### src/rtl/numbers_concat_arb.sv
// Round-robin arbiter in front of a shared concat/replicate byte packer.
// The packed result sits in a single-entry output register with a valid/ready handshake.
module numbers_concat_arb #(
  parameter logic [1:0] PAD   = 2'b00,
  parameter int         CNT_W = 8
) (
  input  logic             clk,
  input  logic             rst,
  input  logic             req0_valid,
  output logic             req0_ready,
  input  logic [1:0]       req0_op,
  input  logic [3:0]       req0_a,
  input  logic [1:0]       req0_b,
  input  logic             req1_valid,
  output logic             req1_ready,
  input  logic [1:0]       req1_op,
  input  logic [3:0]       req1_a,
  input  logic [1:0]       req1_b,
  output logic             res_valid,
  input  logic             res_ready,
  output logic [7:0]       res_data,
  output logic             res_src,
  output logic             res_err,
  output logic [CNT_W-1:0] res_count
);

  typedef enum logic {EMPTY = 1'b0, FULL = 1'b1} state_t;

  state_t           state_reg, state_next;
  logic             rr_reg, rr_next;
  logic [7:0]       data_reg, data_next;
  logic             src_reg, src_next;
  logic             err_reg, err_next;
  logic [CNT_W-1:0] count_reg, count_next;

  logic [1:0][1:0] op_arr;
  logic [1:0][3:0] a_arr;
  logic [1:0][1:0] b_arr;
  logic [1:0][8:0] pack_res;

  logic can_accept, grant0, grant1, acc0, acc1, consume, sel;

  // Result is {err, data}; illegal op packs to zero with the error flag set.
  function automatic logic [8:0] pack(input logic [1:0] op, input logic [3:0] a,
                                      input logic [1:0] b);
    logic [8:0] r;
    r = 9'h000;
    case (op)
      2'b00:   r = {1'b0, a, b, PAD};
      2'b01:   r = {1'b0, 4'b0000, a};
      2'b10:   r = {1'b0, 2'b00, b, b, b};
      default: r = {1'b1, 8'h00};
    endcase
    return r;
  endfunction

  assign op_arr[0] = req0_op;
  assign op_arr[1] = req1_op;
  assign a_arr[0]  = req0_a;
  assign a_arr[1]  = req1_a;
  assign b_arr[0]  = req0_b;
  assign b_arr[1]  = req1_b;

  generate
    for (genvar gi = 0; gi < 2; gi++) begin : g_pack
      assign pack_res[gi] = pack(op_arr[gi], a_arr[gi], b_arr[gi]);
    end
  endgenerate

  always_comb begin
    can_accept = (state_reg == EMPTY) | res_ready;
    // rr_reg == 0 favours req0 when both requesters are valid.
    grant0     = req0_valid & (~req1_valid | ~rr_reg);
    grant1     = req1_valid & (~req0_valid | rr_reg);
    req0_ready = grant0 & can_accept & ~rst;
    req1_ready = grant1 & can_accept & ~rst;
    acc0       = req0_valid & req0_ready;
    acc1       = req1_valid & req1_ready;
    consume    = (state_reg == FULL) & res_ready;
    sel        = acc1;

    state_next = state_reg;
    rr_next    = rr_reg;
    data_next  = data_reg;
    src_next   = src_reg;
    err_next   = err_reg;
    count_next = count_reg;

    if (acc0 | acc1) begin
      state_next = FULL;
      rr_next    = acc0;
      data_next  = pack_res[sel][7:0];
      src_next   = sel;
      err_next   = pack_res[sel][8];
    end else if (consume) begin
      state_next = EMPTY;
    end

    if (consume) begin
      count_next = count_reg + CNT_W'(1);
    end
  end

  always_ff @(posedge clk) begin
    if (rst) begin
      state_reg <= EMPTY;
      rr_reg    <= 1'b0;
      data_reg  <= 8'h00;
      src_reg   <= 1'b0;
      err_reg   <= 1'b0;
      count_reg <= '0;
    end else begin
      state_reg <= state_next;
      rr_reg    <= rr_next;
      data_reg  <= data_next;
      src_reg   <= src_next;
      err_reg   <= err_next;
      count_reg <= count_next;
    end
  end

  assign res_valid = (state_reg == FULL);
  assign res_data  = data_reg;
  assign res_src   = src_reg;
  assign res_err   = err_reg;
  assign res_count = count_reg;

endmodule

### config.mk
export PLATFORM = sky130hd
export DESIGN_NAME = numbers_concat_arb
export DESIGN_NICKNAME = d
export VERILOG_FILES = /design/src/rtl/numbers_concat_arb.sv
export SDC_FILE = /design/constraint.sdc
export NUM_CORES = 1
export LEC_CHECK = 0
export BUFFER_PORTS_ARGS = -buffer_cell sky130_fd_sc_hd__buf_2
export CORE_MARGIN = 3
export CORE_UTILIZATION = 46
export DETAILED_ROUTE_END_ITERATION = 10
export GPL_TIMING_DRIVEN = 0
export HOLD_SLACK_MARGIN = 0.12
export PLACE_DENSITY = 0.88
export SLEW_MARGIN = 20
export SYNTH_ARGS = -nofsm -noshare
export SYNTH_HDL_FRONTEND = slang
export SYNTH_SLANG_ARGS = --single-unit
### constraint.sdc
create_clock -name clk -period 1.9 [get_ports clk]
set_clock_uncertainty 0.05 [all_clocks]
set_input_delay 0.38 -clock clk [delete_from_list [all_inputs] [get_ports clk]]
set_output_delay 0.38 -clock clk [all_outputs]
set_load 0.005 [all_outputs]
## Word-level counts from Yosys, hierarchy flattened

Index checks and enable logic that the tools add are counted.

| operators by class | value |
|---|---|
| add/subtract/negate cells | 1 |
| $lt $le $gt $ge | 1 |
| equal/unequal tests | 4 |
| mux-type cells | 6 |
| bitwise gates (word level) | 18 |
| reductions and logical operators | 3 |

Operators with widths:

| cell | number |
|---|---|
| $pmux 9 s3 | 2 |
| $mux 9 | 2 |
| $and 1x1->1 | 9 |
| $add 8x1->8 const B | 1 |
| $not 1->1 | 5 |
| $eq 2x1->1 const B | 2 |
| $eq 2x2->1 const B | 2 |
| $logic_not 2->1 | 2 |
| $or 1x1->1 | 4 |
| $lt 1x2->1 const B | 1 |
| $mux 1 | 2 |
| $reduce_bool 2->1 | 1 |

| storage, ports and cells | value |
|---|---|
| flip-flop bits (word level) | 20 |
| bits of input ports | 21 |
| output and inout port bits | 21 |
| word-level logic and storage cells | 39 |

## Longest topological paths before layout

| logic depth | value |
|---|---|
| depth in word-level cells | 8 |
| depth in mapped cells | 6 |
| mapped depth without buffers | 5 |

## Least setup slack after synthesis

Ideal clock, no wire load.

| timing path | value |
|---|---|
| path kind | reg-to-reg |
| start | register state_reg (netlist: res_valid) |
| end | register data_reg[5] (netlist: res_data[5]) |
| library setup time | 128 ps |
| arrival | 1,366 ps |
| data required time | 1,722 ps |
| path slack | 357 ps |
| stages on the path, launching flop included | 6 |
| buffers on the path | 1 |
| clock period less this slack | 1,543 ps |
| path through | dfxtp_1 nor2b_2 or3_1 buf_6 a222oi_1 nor2_1 |

| on the way | value |
|---|---|
| longest elaborated chain between the ends | 7 |
| elaborated cells between the ends (all ways) | 11 |
| those cells by class | 2 x mux; 9 x bitwise |

RTL lines:

| what | RTL line | source |
|---|---|---|
| start: declaration | 29 | `state_t state_reg, state_next;` |
| start signal: assignment | 113 | `state_reg <= state_next;` |
| $not 1->1 * | 71 | `can_accept = (state_reg == EMPTY) \| res_ready;` |
| $or 1x1->1 * | 71 |  |
| $and 1x1->1 (2 in series) | 76 | `req1_ready = grant1 & can_accept & ~rst;` |
| $and 1x1->1 | 78 | `acc1 = req1_valid & req1_ready;` |
| $mux 9 (2 in series) | -- |  |
| end signal: assignment | 115 | `data_reg <= data_next;` |
| end: declaration | 31 | `logic [7:0] data_reg, data_next;` |

Mark *: on every way between the ends. The rest lies on a longest branch, timed or not. The select of a mux whose other input is x is not followed.
A chain may end at the register's enable or synchronous reset.

## Worst setup path after layout

| timing path | value |
|---|---|
| start | register state_reg (netlist: res_valid) |
| end | output req0_ready |

| on the way | value |
|---|---|
| longest elaborated chain between the ends | 4 |

RTL lines:

| what | RTL line | source |
|---|---|---|
| $not 1->1 | 71 |  |
| $or 1x1->1 | 71 |  |
| $and 1x1->1 (2 in series) | 75 | `req0_ready = grant0 & can_accept & ~rst;` |
| end: declaration | 10 | `output logic req0_ready,` |

No other way between the ends.

==> impl_metrics.csv <==
group,metric,value,unit
status,run_status,"finished, final reports clean",
finish,areaGrowthSynthToFinish,27.7,%
yosys,number_of_flip_flops_and_latches_in_the_synthesized_netlist,20,
placed_design,routabilityCongestion,0.887,
power_and_ir_drop,power.density,742,mW/mm²
clock_tree,postCtsSetupRepairBufs,0,
global_routing,first_global_vias,962,
power_and_ir_drop,irDropWorstVdd,506,µV
min_path,min_path_type,"in -> reg",
placed_design,dp_hpwl,2.03,mm
route,aggregate_routed_wire_length,2.73,mm
placed_design,count_of_buffers_from_port_buffering,39,
clock_tree,path_clk_slew,0.12,ns
timing,unrepaired_setup_endpoints_after_global_routing,"false",
route,post_drt_via_cell_ratio,5.75,
timing,clock.fmax,0.554,GHz
setup_path,start_kind,"flop",
die,design.portCount,42,
route,via_count,1109,
yosys,mappedNetlistNets,145,
yosys,netlist_area,0.00101,mm²
die,initial_core_utilization,0.502,
timing,final-max-slew-violation-count,0,
finish,antenna-diode-count,0,
route,routed_wire_length_per_instance,14.1,µm
global_routing,globalRouteTotalUtil,0.200,
timing,timing_worst_slew_pin_value,0.642,ns
timing,hold_violations,0,
yosys,post_synth.cell_area_avg,8.25,µm²
timing,setup_violators_final,0,
setup_path,cp.arrival,1.37,ns
route,route.detailed.drc,0,
finish,design.final.nets,189,
timing,fin_hold_ws,0.254,ns
timing,finalWorstPathRequiredPeriod,1.80,ns
timing,post-route-period-util,0.950,
yosys,synth_sequential_area_ratio,0.395,
power_and_ir_drop,power.leakage,0.563,nW
yosys,biggest_area_consumer_among_synthesized_cells,"sky130_fd_sc_hd__dfxtp_1",
yosys,synth.yosys.warnings,0,
die,fp.dieW,53.0,µm
flow_run,max_cap_violations,0,
clock_tree,tritoncts.num_buffers,3,
yosys,synth_top_cells_by_area,"sky130_fd_sc_hd__dfxtp_1, sky130_fd_sc_hd__nand3_1, sky130_fd_sc_hd__nor2_1",
global_routing,first_pass_grt_wire_length,4.20,mm
setup_path,setup.worst_path.end_class,"output port",
yosys,synth_top_flop_cell,"sky130_fd_sc_hd__dfxtp_1",
global_routing,globalRoute.totalOverflow,0,
yosys,synth_enable_flop_cells,0,
global_routing,antenna_found_initial,0,
clock_tree,clock_latency_reported_for_the_late_side_of_the_worst_skew_pair,0.30,ns
die,placeableCoreArea,0.00202,mm²
timing,finalSetupTns,0,ns
die,die_height,53.0,µm
finish,fillCellCount,186,
setup_path,critical_path_type,"reg -> out",
clock_tree,clkSinkCount,20,
clock_tree,cts.hold.buffers_added,0,
yosys,yosys_cell_types,31,
route,detailedRoute.firstPassIterationCount,5,
setup_path,worst-endpoint-required,1.47,ns
yosys,synthDominantCellAreaShare,0.395,
clock_tree,cts_htree_levels,1,
route,ant_nets,0,
route,initialDrtViolationCount,43,
clock_tree,tritoncts,"done",
finish,fraction_of_final_layout_cells_with_drive_strength_greater_than_1,0.301,
global_routing,pin_count_of_the_biggest_net_entering_global_routing,13,
die,fp-row-count,16,
clock_tree,cts_root_buf,"sky130_fd_sc_hd__clkbuf_4",
clock_tree,clock_tree.buffer_depth,2,
setup_path,crit_path_max_fanout,8,
timing,worst_slew_margin_rel,0.569,
yosys,synthArstFlopShare,0,
die,dieArea,0.00281,mm²
clock_tree,ctsResizeCount,0,
yosys,syn_inst,123,
-- stage by stage --
stage | std cells | total power, mW | setup WS, ns | cell area, µm² | util
2_1_floorplan | 123 | 0.552 | 0.357 | 1010 | -
3_3_place_gp | 189 | 0.616 | 0.230 | 1240 | 0.615
3_5_place_dp | 189 | 0.621 | 0.206 | 1240 | 0.615
4_1_cts | 193 | 0.958 | 0.0983 | 1300 | 0.641
5_1_grt | 193 | 0.998 | 0.00174 | 1300 | 0.641
6_report | 193 | 0.962 | 0.0952 | 1300 | 0.641
-- synth_stat cells (2+ instances only) --
| library cell | instances |
|---|---|
| sky130_fd_sc_hd__a221oi_1 | 3 |
| sky130_fd_sc_hd__nor2b_1 | 6 |
| sky130_fd_sc_hd__nand2_1 | 6 |
| sky130_fd_sc_hd__xnor2_1 | 3 |
| sky130_fd_sc_hd__inv_1 | 3 |
| sky130_fd_sc_hd__nand3_1 | 12 |
| sky130_fd_sc_hd__mux2i_1 | 4 |
| sky130_fd_sc_hd__dfxtp_1 | 20 |
| sky130_fd_sc_hd__xor2_1 | 2 |
| sky130_fd_sc_hd__nand4_1 | 2 |
| sky130_fd_sc_hd__nor2_1 | 13 |
| sky130_fd_sc_hd__clkbuf_1 | 3 |
| sky130_fd_sc_hd__a211oi_1 | 5 |
| sky130_fd_sc_hd__or3_1 | 5 |
| sky130_fd_sc_hd__nand2b_1 | 3 |
| sky130_fd_sc_hd__nor3_1 | 2 |
| sky130_fd_sc_hd__buf_2 | 3 |
| sky130_fd_sc_hd__a21oi_1 | 5 |
| sky130_fd_sc_hd__o31ai_1 | 3 |
| sky130_fd_sc_hd__o21ai_0 | 7 |
| sky130_fd_sc_hd__a31oi_1 | 3 |
-- layer usage --
| layer | track usage | vias to the layer above | routed length [µm] |
|---|---|---|---|
| met3 | 0.0479 | 6 | 179 |
| met1 | 0.245 | 525 | 1140 |
| met2 | 0.341 | 43 | 1370 |
| met5 | 0 | - | 0 |
| li1 | - | 535 | - |
| met4 | 0.0638 | 0 | 37 |
-- where the power goes --
part / leakage (nW) / switching, mW / internal, mW
combinational: 0.372 / 0.0856 / 0.0718
clock: 0.0279 / 0.133 / 0.213
sequential: 0.164 / 0.0154 / 0.444
total: 0.563 / 0.234 / 0.728
-- logic make-up (layout without fill, tap and decap cells) --
group | count (synthesis) | count (layout) | share of synthesized area
flip-flops | 20 | 20 | 0.395
adder cells (fa/ha/maj) | 1 | 1 | 0.0123
XOR/XNOR | 5 | 5 | 0.0432
multiplexers | 4 | 4 | 0.0395
AND/OR/NAND/NOR | 52 | 52 | 0.261
AO/OA/AOI/OAI | 30 | 30 | 0.197
buffers and inverters | 11 | 54 | 0.0518
-- final cells by class --
class	count	area, µm²	area share
buffer	7	37.5	0.0290
clock buffer	3	22.5	0.0174
clock inverter	1	30.0	0.0232
inverter	4	15.0	0.0116
multi-input combinational	92	562	0.433
sequential	20	400	0.309
tap	27	33.8	0.0261
timing repair buffer	39	195	0.151
-- placed cells by master, fill, tap and decap left out, types with 2 or more instances in the layout --
master and instances:
sky130_fd_sc_hd__inv_1 3, sky130_fd_sc_hd__mux2i_1 4, sky130_fd_sc_hd__a21oi_1 5, sky130_fd_sc_hd__o31ai_1 3, sky130_fd_sc_hd__a211oi_1 5, sky130_fd_sc_hd__xnor2_1 3
sky130_fd_sc_hd__clkbuf_1 3, sky130_fd_sc_hd__nor2_1 13, sky130_fd_sc_hd__clkbuf_4 3, sky130_fd_sc_hd__nand3_1 12, sky130_fd_sc_hd__nand2b_1 3, sky130_fd_sc_hd__nand4_1 2
sky130_fd_sc_hd__a221oi_1 3, sky130_fd_sc_hd__a31oi_1 3, sky130_fd_sc_hd__or3_1 5, sky130_fd_sc_hd__buf_2 42, sky130_fd_sc_hd__o21ai_0 7, sky130_fd_sc_hd__nor3_1 2
sky130_fd_sc_hd__dfxtp_1 20, sky130_fd_sc_hd__xor2_1 2, sky130_fd_sc_hd__nor2b_1 6, sky130_fd_sc_hd__nand2_1 6
-- worst paths after layout --
path	start	endpoint	slack, ns	depth (start not counted)
max	res_valid	req0_ready	0.1	4
min	rst	res_err	0.25	2
max reg2reg	res_valid	res_data[4]	0.19	4
min reg2reg	res_data[2]	res_data[2]	0.43	2
-- critical path, cell delays in order (launching register included) --
cell	delay [ns]
sky130_fd_sc_hd__dfxtp_1	0.47
sky130_fd_sc_hd__nand2b_1	0.13
sky130_fd_sc_hd__and4_1	0.20
sky130_fd_sc_hd__buf_2	0.15
sky130_fd_sc_hd__buf_2	0.13
No activity file was read; power rests on OpenSTA's default activity.
